===== config.mk =====
export PLATFORM = sky130hd
export DESIGN_NAME = gshare_bht
export DESIGN_NICKNAME = d
export VERILOG_FILES = /design/src/rtl/gshare_bht.sv
export SDC_FILE = /design/constraint.sdc
export NUM_CORES = 2
export LEC_CHECK = 0
export CAP_MARGIN = 20
export CORE_ASPECT_RATIO = 0.7
export CORE_MARGIN = 5
export CORE_UTILIZATION = 63
export DETAILED_ROUTE_END_ITERATION = 10
export PLACE_DENSITY = 0.83
export SLEW_MARGIN = 25
export SYNTH_ARGS = -nofsm -noshare
export SYNTH_HDL_FRONTEND = slang
export SYNTH_SLANG_ARGS = --single-unit

===== constraint.sdc =====
create_clock -name clk -period 74.6 [get_ports clk]
set_input_delay 11.19 -clock clk [delete_from_list [all_inputs] [get_ports clk]]
set_output_delay 11.19 -clock clk [all_outputs]
set_load 0.02 [all_outputs]

===== src/rtl/gshare_bht.sv =====
// gshare branch predictor: PC xor global history indexes a table of saturating counters.
// Optional performance counters are compiled in when BHT_PERF_CNT_EN is defined.
//
// state   | meaning
// --------+---------------------------------------------------------------
// ST_INIT | walk the table writing weakly-not-taken, one entry per cycle
// ST_RUN  | predictions and training live; terminal until reset
module gshare_bht #(
  parameter int IDX_W = 10,
  parameter int CTR_W = 2,
  parameter int GHR_W = 8
) (
  input  logic             clk,
  input  logic             rst,
  input  logic [31:0]      lookup_PC,
  input  logic             lookup_valid,
  output logic             predict_taken,
  output logic [GHR_W-1:0] predict_ghr,
  output logic             ready,
  input  logic             update_enable,
  input  logic [31:0]      update_PC,
  input  logic [GHR_W-1:0] update_ghr,
  input  logic             update_taken,
  input  logic             update_mispredict
`ifdef BHT_PERF_CNT_EN
  ,
  output logic [31:0]      perf_lookups,
  output logic [31:0]      perf_mispredicts
`endif
);

  localparam int DEPTH = 1 << IDX_W;
  localparam logic [CTR_W-1:0] CTR_WNT = CTR_W'((1 << (CTR_W - 1)) - 1);
  localparam logic [CTR_W-1:0] CTR_MAX = '1;

  localparam logic [0:0] ST_INIT = 1'b0;
  localparam logic [0:0] ST_RUN  = 1'b1;

  logic [0:0]       state_q, state_d;
  logic [IDX_W-1:0] ptr_q, ptr_d;
  logic [GHR_W-1:0] ghr_q, ghr_d;
  logic [CTR_W-1:0] table_q [DEPTH];

  logic             run;
  logic [IDX_W-1:0] lookup_idx, update_idx;
  logic [CTR_W-1:0] lookup_ctr, update_ctr;
  logic [GHR_W-1:0] ghr_repair, ghr_shift;

  logic             wr_en;
  logic [IDX_W-1:0] wr_idx;
  logic [CTR_W-1:0] wr_data;

  assign run        = (state_q == ST_RUN);
  assign lookup_idx = lookup_PC[IDX_W+1:2] ^ IDX_W'(ghr_q);
  assign update_idx = update_PC[IDX_W+1:2] ^ IDX_W'(update_ghr);
  assign lookup_ctr = table_q[lookup_idx];
  assign update_ctr = table_q[update_idx];

  assign ready         = run;
  assign predict_taken = run & lookup_ctr[CTR_W-1];
  assign predict_ghr   = ghr_q;

  logic unused_pc_bits;
  assign unused_pc_bits = ^{lookup_PC[31:IDX_W+2], lookup_PC[1:0],
                            update_PC[31:IDX_W+2], update_PC[1:0]};

  generate
    if (GHR_W == 1) begin : g_ghr_one
      assign ghr_repair = update_taken;
      assign ghr_shift  = predict_taken;
    end else begin : g_ghr_multi
      assign ghr_repair = {update_ghr[GHR_W-2:0], update_taken};
      assign ghr_shift  = {ghr_q[GHR_W-2:0], predict_taken};
    end
  endgenerate

  // Single write port: the init walk owns it until RUN, then training does.
  always_comb begin
    wr_en   = 1'b0;
    wr_idx  = ptr_q;
    wr_data = CTR_WNT;
    if (!run) begin
      wr_en = 1'b1;
    end else if (update_enable) begin
      wr_en  = 1'b1;
      wr_idx = update_idx;
      if (update_taken)
        wr_data = (update_ctr == CTR_MAX) ? update_ctr : update_ctr + CTR_W'(1);
      else
        wr_data = (update_ctr == '0) ? update_ctr : update_ctr - CTR_W'(1);
    end
  end

  always_comb begin
    state_d = state_q;
    ptr_d   = ptr_q;
    ghr_d   = ghr_q;
    case (state_q)
      ST_INIT: begin
        ptr_d = ptr_q + IDX_W'(1);
        ghr_d = '0;
        if (&ptr_q) state_d = ST_RUN;
      end
      ST_RUN: begin
        // A mispredict repair wins over the speculative shift from fetch.
        if (update_enable && update_mispredict) ghr_d = ghr_repair;
        else if (lookup_valid)                  ghr_d = ghr_shift;
      end
      default: state_d = ST_INIT;
    endcase
  end

  always_ff @(posedge clk) begin
    if (!rst) begin
      state_q <= ST_INIT;
      ptr_q   <= '0;
      ghr_q   <= '0;
    end else begin
      state_q <= state_d;
      ptr_q   <= ptr_d;
      ghr_q   <= ghr_d;
    end
  end

  always_ff @(posedge clk) begin
    if (rst && wr_en) table_q[wr_idx] <= wr_data;
  end

`ifdef BHT_PERF_CNT_EN
  logic [31:0] perf_lk_q, perf_mp_q;

  always_ff @(posedge clk) begin
    if (!rst) begin
      perf_lk_q <= '0;
      perf_mp_q <= '0;
    end else if (run) begin
      if (lookup_valid && !(&perf_lk_q)) perf_lk_q <= perf_lk_q + 32'd1;
      if (update_enable && update_mispredict && !(&perf_mp_q))
        perf_mp_q <= perf_mp_q + 32'd1;
    end
  end

  assign perf_lookups     = perf_lk_q;
  assign perf_mispredicts = perf_mp_q;
`endif

endmodule


==> Implementation_results.wiki <==
{| class="wikitable"
! Metric !! Value
|-
| Post-CTS setup buffer count || 0
|-
| Pin count of the biggest net entering global routing || approximately 260
|-
| CTS tree || done
|-
| Clock root buffer || sky130_fd_sc_hd__clkbuf_16
|-
| Total iterations of the first detailed-routing run || 8
|-
| Outcome || complete, no violations
|-
| Sequential cell area || 61,880 µm²
|-
| Layout cell share with drive strength beyond 1 || 0.1523
|-
| Most used flip-flop cell after synthesis || sky130_fd_sc_hd__edfxtp_1
|-
| Worst Setup Slack, final || 45.44 ns
|-
| Power density over the cells || roughly 23 nW/µm²
|-
| Endpoint of the worst register-to-register path || predict_ghr[0]
|-
| Global placement routability congestion || 0.9618
|-
| Maximum level of the CTS H-tree || 4
|-
| Number of max-cap violations || 0
|-
| Final Instance Area || 100,600 µm²
|-
| Sum of routed wire length over all layers || 289.9 mm
|-
| Half-perimeter wire length of the detailed placement result || 164.4 mm
|-
| Via count of the first global-routing pass || about 60k
|-
| Setup slack of the most critical reg-to-reg path || 67.84 ns
|-
| Synth Register Bits || roughly 2.1k
|-
| CTS Buffer Depth || 3
|-
| Data arrival time at the worst-slack endpoint || about 18 ns
|-
| Unrepaired setup endpoints after global routing || no
|-
| Data required time at the worst endpoint || 63.41 ns
|-
| CP endpoint kind || primary output
|-
| Vias after detailed routing || 61.35k
|-
| Clock insertion delay at the later pin of the skew report || 0.84 ns
|-
| Clock transition at path regs || roughly 0.06 ns
|-
| Accumulated negative setup slack || 0 ns
|-
| Source of the worst register-to-register timing path || predict_ghr[0]
|-
| Worst setup skew after layout || roughly 0.037 ns
|-
| Launch point of the worst hold path || ptr_q[5]
|-
| Max frequency || 0.03430 GHz
|-
| Unique cell type count in the Yosys netlist || 65
|-
| Final period util || 0.3908
|-
| Measured slew at the worst slew-check pin || 1.286 ns
|-
| Post-synthesis cell area || 92,960 µm²
|-
| Number of synthesis warnings || 0
|-
| Register-to-Register Path Depth || 14
|-
| # placed instances || 7,630
|-
| Number of pins with negative max-slew slack in the final report || 0
|-
| Startpoint class of the critical path || input port
|-
| Total nets after synthesis || 6,055
|-
| Fill count || 8,949
|-
| Number of sinks driven by the clock tree || 2,067
|-
| Num CTS Buffers || 178
|-
| Critical Path Stages || 15
|-
| Static leakage || 32.06 nW
|-
| Residual antenna-violating net count after detailed routing || 0
|-
| Total global-route track usage || 0.3671
|-
| Overall die height || 331.4 µm
|-
| Largest stage delay on the critical path || roughly 0.91 ns
|-
| Cells on Worst Hold Path || 2
|-
| Initial cell density of the core || 0.6370
|-
| Minimum period implied by the final worst setup slack || 29.16 ns
|-
| Full die area || 155,500 µm²
|-
| Quantity of I/O buffers inserted on ports || 43
|-
| Number of instances in the synthesized netlist || 5,976
|-
| Share of the yosys chip area belonging to registers || 0.6656
|-
| Antenna violations before repair || 26
|-
| Core region area || 146,000 µm²
|-
| Violation count after the first detailed-routing iteration || about 12k
|-
| Final cell count without fillers || 7,979
|-
| Standard cell area after detailed placement || 94,900 µm²
|-
| Vias per cell || 7.689
|-
| Hold-critical path endpoint || ptr_q[5]
|-
| Wire length of the first global-routing pass || 409.7 mm
|-
| Post-route DRC violation count || 0
|-
| Number of placement rows || 117
|-
| Final count of hold timing violations || 0
|-
| Count of boundary I/O pins || 88
|-
| Area Overhead vs Synth || 8.176%
|-
| DIE WIDTH || 469.1 µm
|-
| Grt total ovfl || 0
|-
| Multi-input logic area || 28,810 µm²
|-
| Maximum fanout encountered on the critical timing path || 91
|-
| Number of instances resized during post-cts repair || 0
|-
| Sum of buffers and inverters on the critical path || 5
|-
| Dpl ws || 45.87 ns
|-
| Cell type group with the largest total delay on the critical path || buffers and inverters
|-
| Critical path cell sequence || clkdlybuf4s50_1 -> xor2_4 -> buf_12 -> buf_4 -> buf_4 -> mux2i_1 -> a32oi_1 -> a31oi_1 -> a311oi_1 -> nand2_1 -> a31oi_1 -> a32oi_1 -> o21bai_1 -> or2_1 -> clkdlybuf4s50_1
|-
| Finish-stage setup viols || 0
|-
| Number of nets at the end of the flow || 5,926
|-
| Worst hold path type || reg2reg
|-
| Number of buffers inserted for hold repair after clock tree synthesis || 0
|-
| Asr flop ratio synth || 0
|-
| Number of synthesized flops with an enable pin || 2,048
|-
| Smallest hold slack || 0.5436 ns
|-
| Worst slew slack as a fraction of its limit || 0.1338
|-
| Routed wire per std cell || 36.33 µm
|-
| Standard cell with the maximum stage delay on the critical path || sky130_fd_sc_hd__buf_4
|-
| Worst voltage drop across the vdd grid || 0.02628 mV
|-
| Average footprint of a synthesized cell || 15.56 µm²
|-
| Worst setup path class || in2out
|}
## routing by layer
metal  up-vias  wire length, µm  GRT usage
met5         -              310   0.004638
met4        26            21890     0.2226
met3      1421            56890     0.1782
met2      6688           120700     0.4993
met1     29930            90040     0.4778
li1      23280                -          -
## layout make-up
| type | count | area share |
|---|---|---|
| diodes | 28 | 0.0006967 |
| clock buffers | 230 | 0.04729 |
| clock inverters | 91 | 0.007925 |
| inverters | 6 | 0.0002240 |
| multi-input cells | 3400 | 0.2865 |
| flip-flops and latches | 2067 | 0.6153 |
| well taps | 1963 | 0.02442 |
| repair buffers | 194 | 0.01764 |
## report_power, final
part / internal, W / switching, W
sequential: 0.00126 / 0.000000317
combinational: 0.0000503 / 0.000115
clock: 0.000492 / 0.000427
total: 0.00180 / 0.000542
## tightest hold or removal path: cells and delay by family (launching register included)
kind / cells / cell delay (ns)
AO/OA/AOI/OAI: 2 / 0.16
flip-flops: 1 / 0.34
## logic make-up (layout without fill, tap and decap cells)
family,after synthesis,count (layout),share of synthesized area
AOI/OAI and AO/OA,702,702,0.04860
buffers and inverters,509,521,0.02995
adders and majority gates,1,1,0.0001346
muxes,1028,1028,0.1805
and+or+nand+nor,1631,1631,0.07110
DFF,2067,2067,0.6656
other,0,28,0
xor gates and xnor gates,38,38,0.004065
## placed cells by master, fill, tap and decap left out, types with 9 or more instances in the layout
| cell | synthesis | final |
|---|---|---|
| sky130_fd_sc_hd__edfxtp_1 | 2048 | 2048 |
| sky130_fd_sc_hd__nor2_1 | 1096 | 1090 |
| sky130_fd_sc_hd__mux2i_1 | 530 | 530 |
| sky130_fd_sc_hd__mux4_2 | 427 | 427 |
| sky130_fd_sc_hd__o22ai_1 | 261 | 261 |
| sky130_fd_sc_hd__nand2_1 | 297 | 245 |
| sky130_fd_sc_hd__clkbuf_16 | 0 | 183 |
| sky130_fd_sc_hd__o21ai_0 | 173 | 169 |
| sky130_fd_sc_hd__a22oi_1 | 131 | 131 |
| sky130_fd_sc_hd__buf_4 | 85 | 130 |
| sky130_fd_sc_hd__nand4_1 | 82 | 82 |
| sky130_fd_sc_hd__nand3_1 | 84 | 80 |
| sky130_fd_sc_hd__mux4_1 | 67 | 67 |
| sky130_fd_sc_hd__nand2_2 | 1 | 49 |
| sky130_fd_sc_hd__clkbuf_1 | 260 | 47 |
| sky130_fd_sc_hd__clkdlybuf4s50_1 | 0 | 43 |
| sky130_fd_sc_hd__clkinv_1 | 0 | 42 |
| sky130_fd_sc_hd__diode_2 | 0 | 28 |
| sky130_fd_sc_hd__a31oi_1 | 28 | 28 |
| sky130_fd_sc_hd__clkinv_2 | 0 | 24 |
| sky130_fd_sc_hd__nor3_1 | 21 | 21 |
| sky130_fd_sc_hd__dfxtp_1 | 19 | 19 |
| sky130_fd_sc_hd__a32oi_1 | 17 | 17 |
| sky130_fd_sc_hd__buf_12 | 4 | 15 |
| sky130_fd_sc_hd__xnor2_1 | 21 | 13 |
| sky130_fd_sc_hd__a21oi_1 | 14 | 13 |
| sky130_fd_sc_hd__bufinv_16 | 0 | 12 |
| sky130_fd_sc_hd__a221oi_1 | 11 | 11 |
| sky130_fd_sc_hd__a211oi_1 | 11 | 11 |
| sky130_fd_sc_hd__nor2b_1 | 11 | 11 |
| sky130_fd_sc_hd__xor2_4 | 2 | 9 |
| sky130_fd_sc_hd__o31ai_1 | 10 | 9 |
| sky130_fd_sc_hd__nor4_2 | 1 | 9 |
## sequential cells by signal, summed over array words and instances, names as in the netlist
register,cells
ptr_q,10
ready,1
table_q,2048
predict_ghr,8
## stage by stage
step,power (W),utilization
after floorplan,0.001382,-
after global placement,0.001434,0.6499
after detailed placement,0.001436,0.6503
after CTS,0.002325,0.6883
after global routing,0.002386,0.6886
final,0.002340,0.6890
## worst max path at each step
stage / end / startpoint
2_1_floorplan: table_q[0][1] / update_PC[5]
3_3_place_gp: predict_taken / lookup_PC[3]
3_5_place_dp: predict_taken / lookup_PC[3]
4_1_cts: predict_taken / lookup_PC[3]
5_1_grt: predict_taken / lookup_PC[2]
6_report: predict_taken / lookup_PC[3]
## Yosys cell counts (11+ instances only)
cell,number,area share
sky130_fd_sc_hd__buf_2,58,0.0031
sky130_fd_sc_hd__buf_1,45,0.0018
sky130_fd_sc_hd__nor2b_1,11,0.00074
sky130_fd_sc_hd__nand3_1,84,0.0045
sky130_fd_sc_hd__nand4_1,82,0.0055
sky130_fd_sc_hd__edfxtp_1,2048,0.66
sky130_fd_sc_hd__xor2_1,14,0.0013
sky130_fd_sc_hd__buf_6,37,0.0045
sky130_fd_sc_hd__mux4_1,67,0.019
sky130_fd_sc_hd__a211oi_1,11,0.00089
sky130_fd_sc_hd__o21ai_0,173,0.0093
sky130_fd_sc_hd__a22oi_1,131,0.011
sky130_fd_sc_hd__mux2i_1,530,0.057
sky130_fd_sc_hd__nor2_1,1096,0.044
sky130_fd_sc_hd__clkbuf_1,260,0.010
sky130_fd_sc_hd__mux4_2,427,0.10
sky130_fd_sc_hd__a32oi_1,17,0.0016
sky130_fd_sc_hd__xnor2_1,21,0.0020
sky130_fd_sc_hd__buf_4,85,0.0069
sky130_fd_sc_hd__o22ai_1,261,0.018
sky130_fd_sc_hd__a31oi_1,28,0.0019
sky130_fd_sc_hd__a221oi_1,11,0.0010
sky130_fd_sc_hd__a21oi_1,14,0.00075
sky130_fd_sc_hd__dfxtp_1,19,0.0041
sky130_fd_sc_hd__nand2_1,297,0.012
sky130_fd_sc_hd__nor3_1,21,0.0011
sky130_fd_sc_hd__nor4_1,12,0.00081
Note: power is estimated with default switching activity, not from simulation.
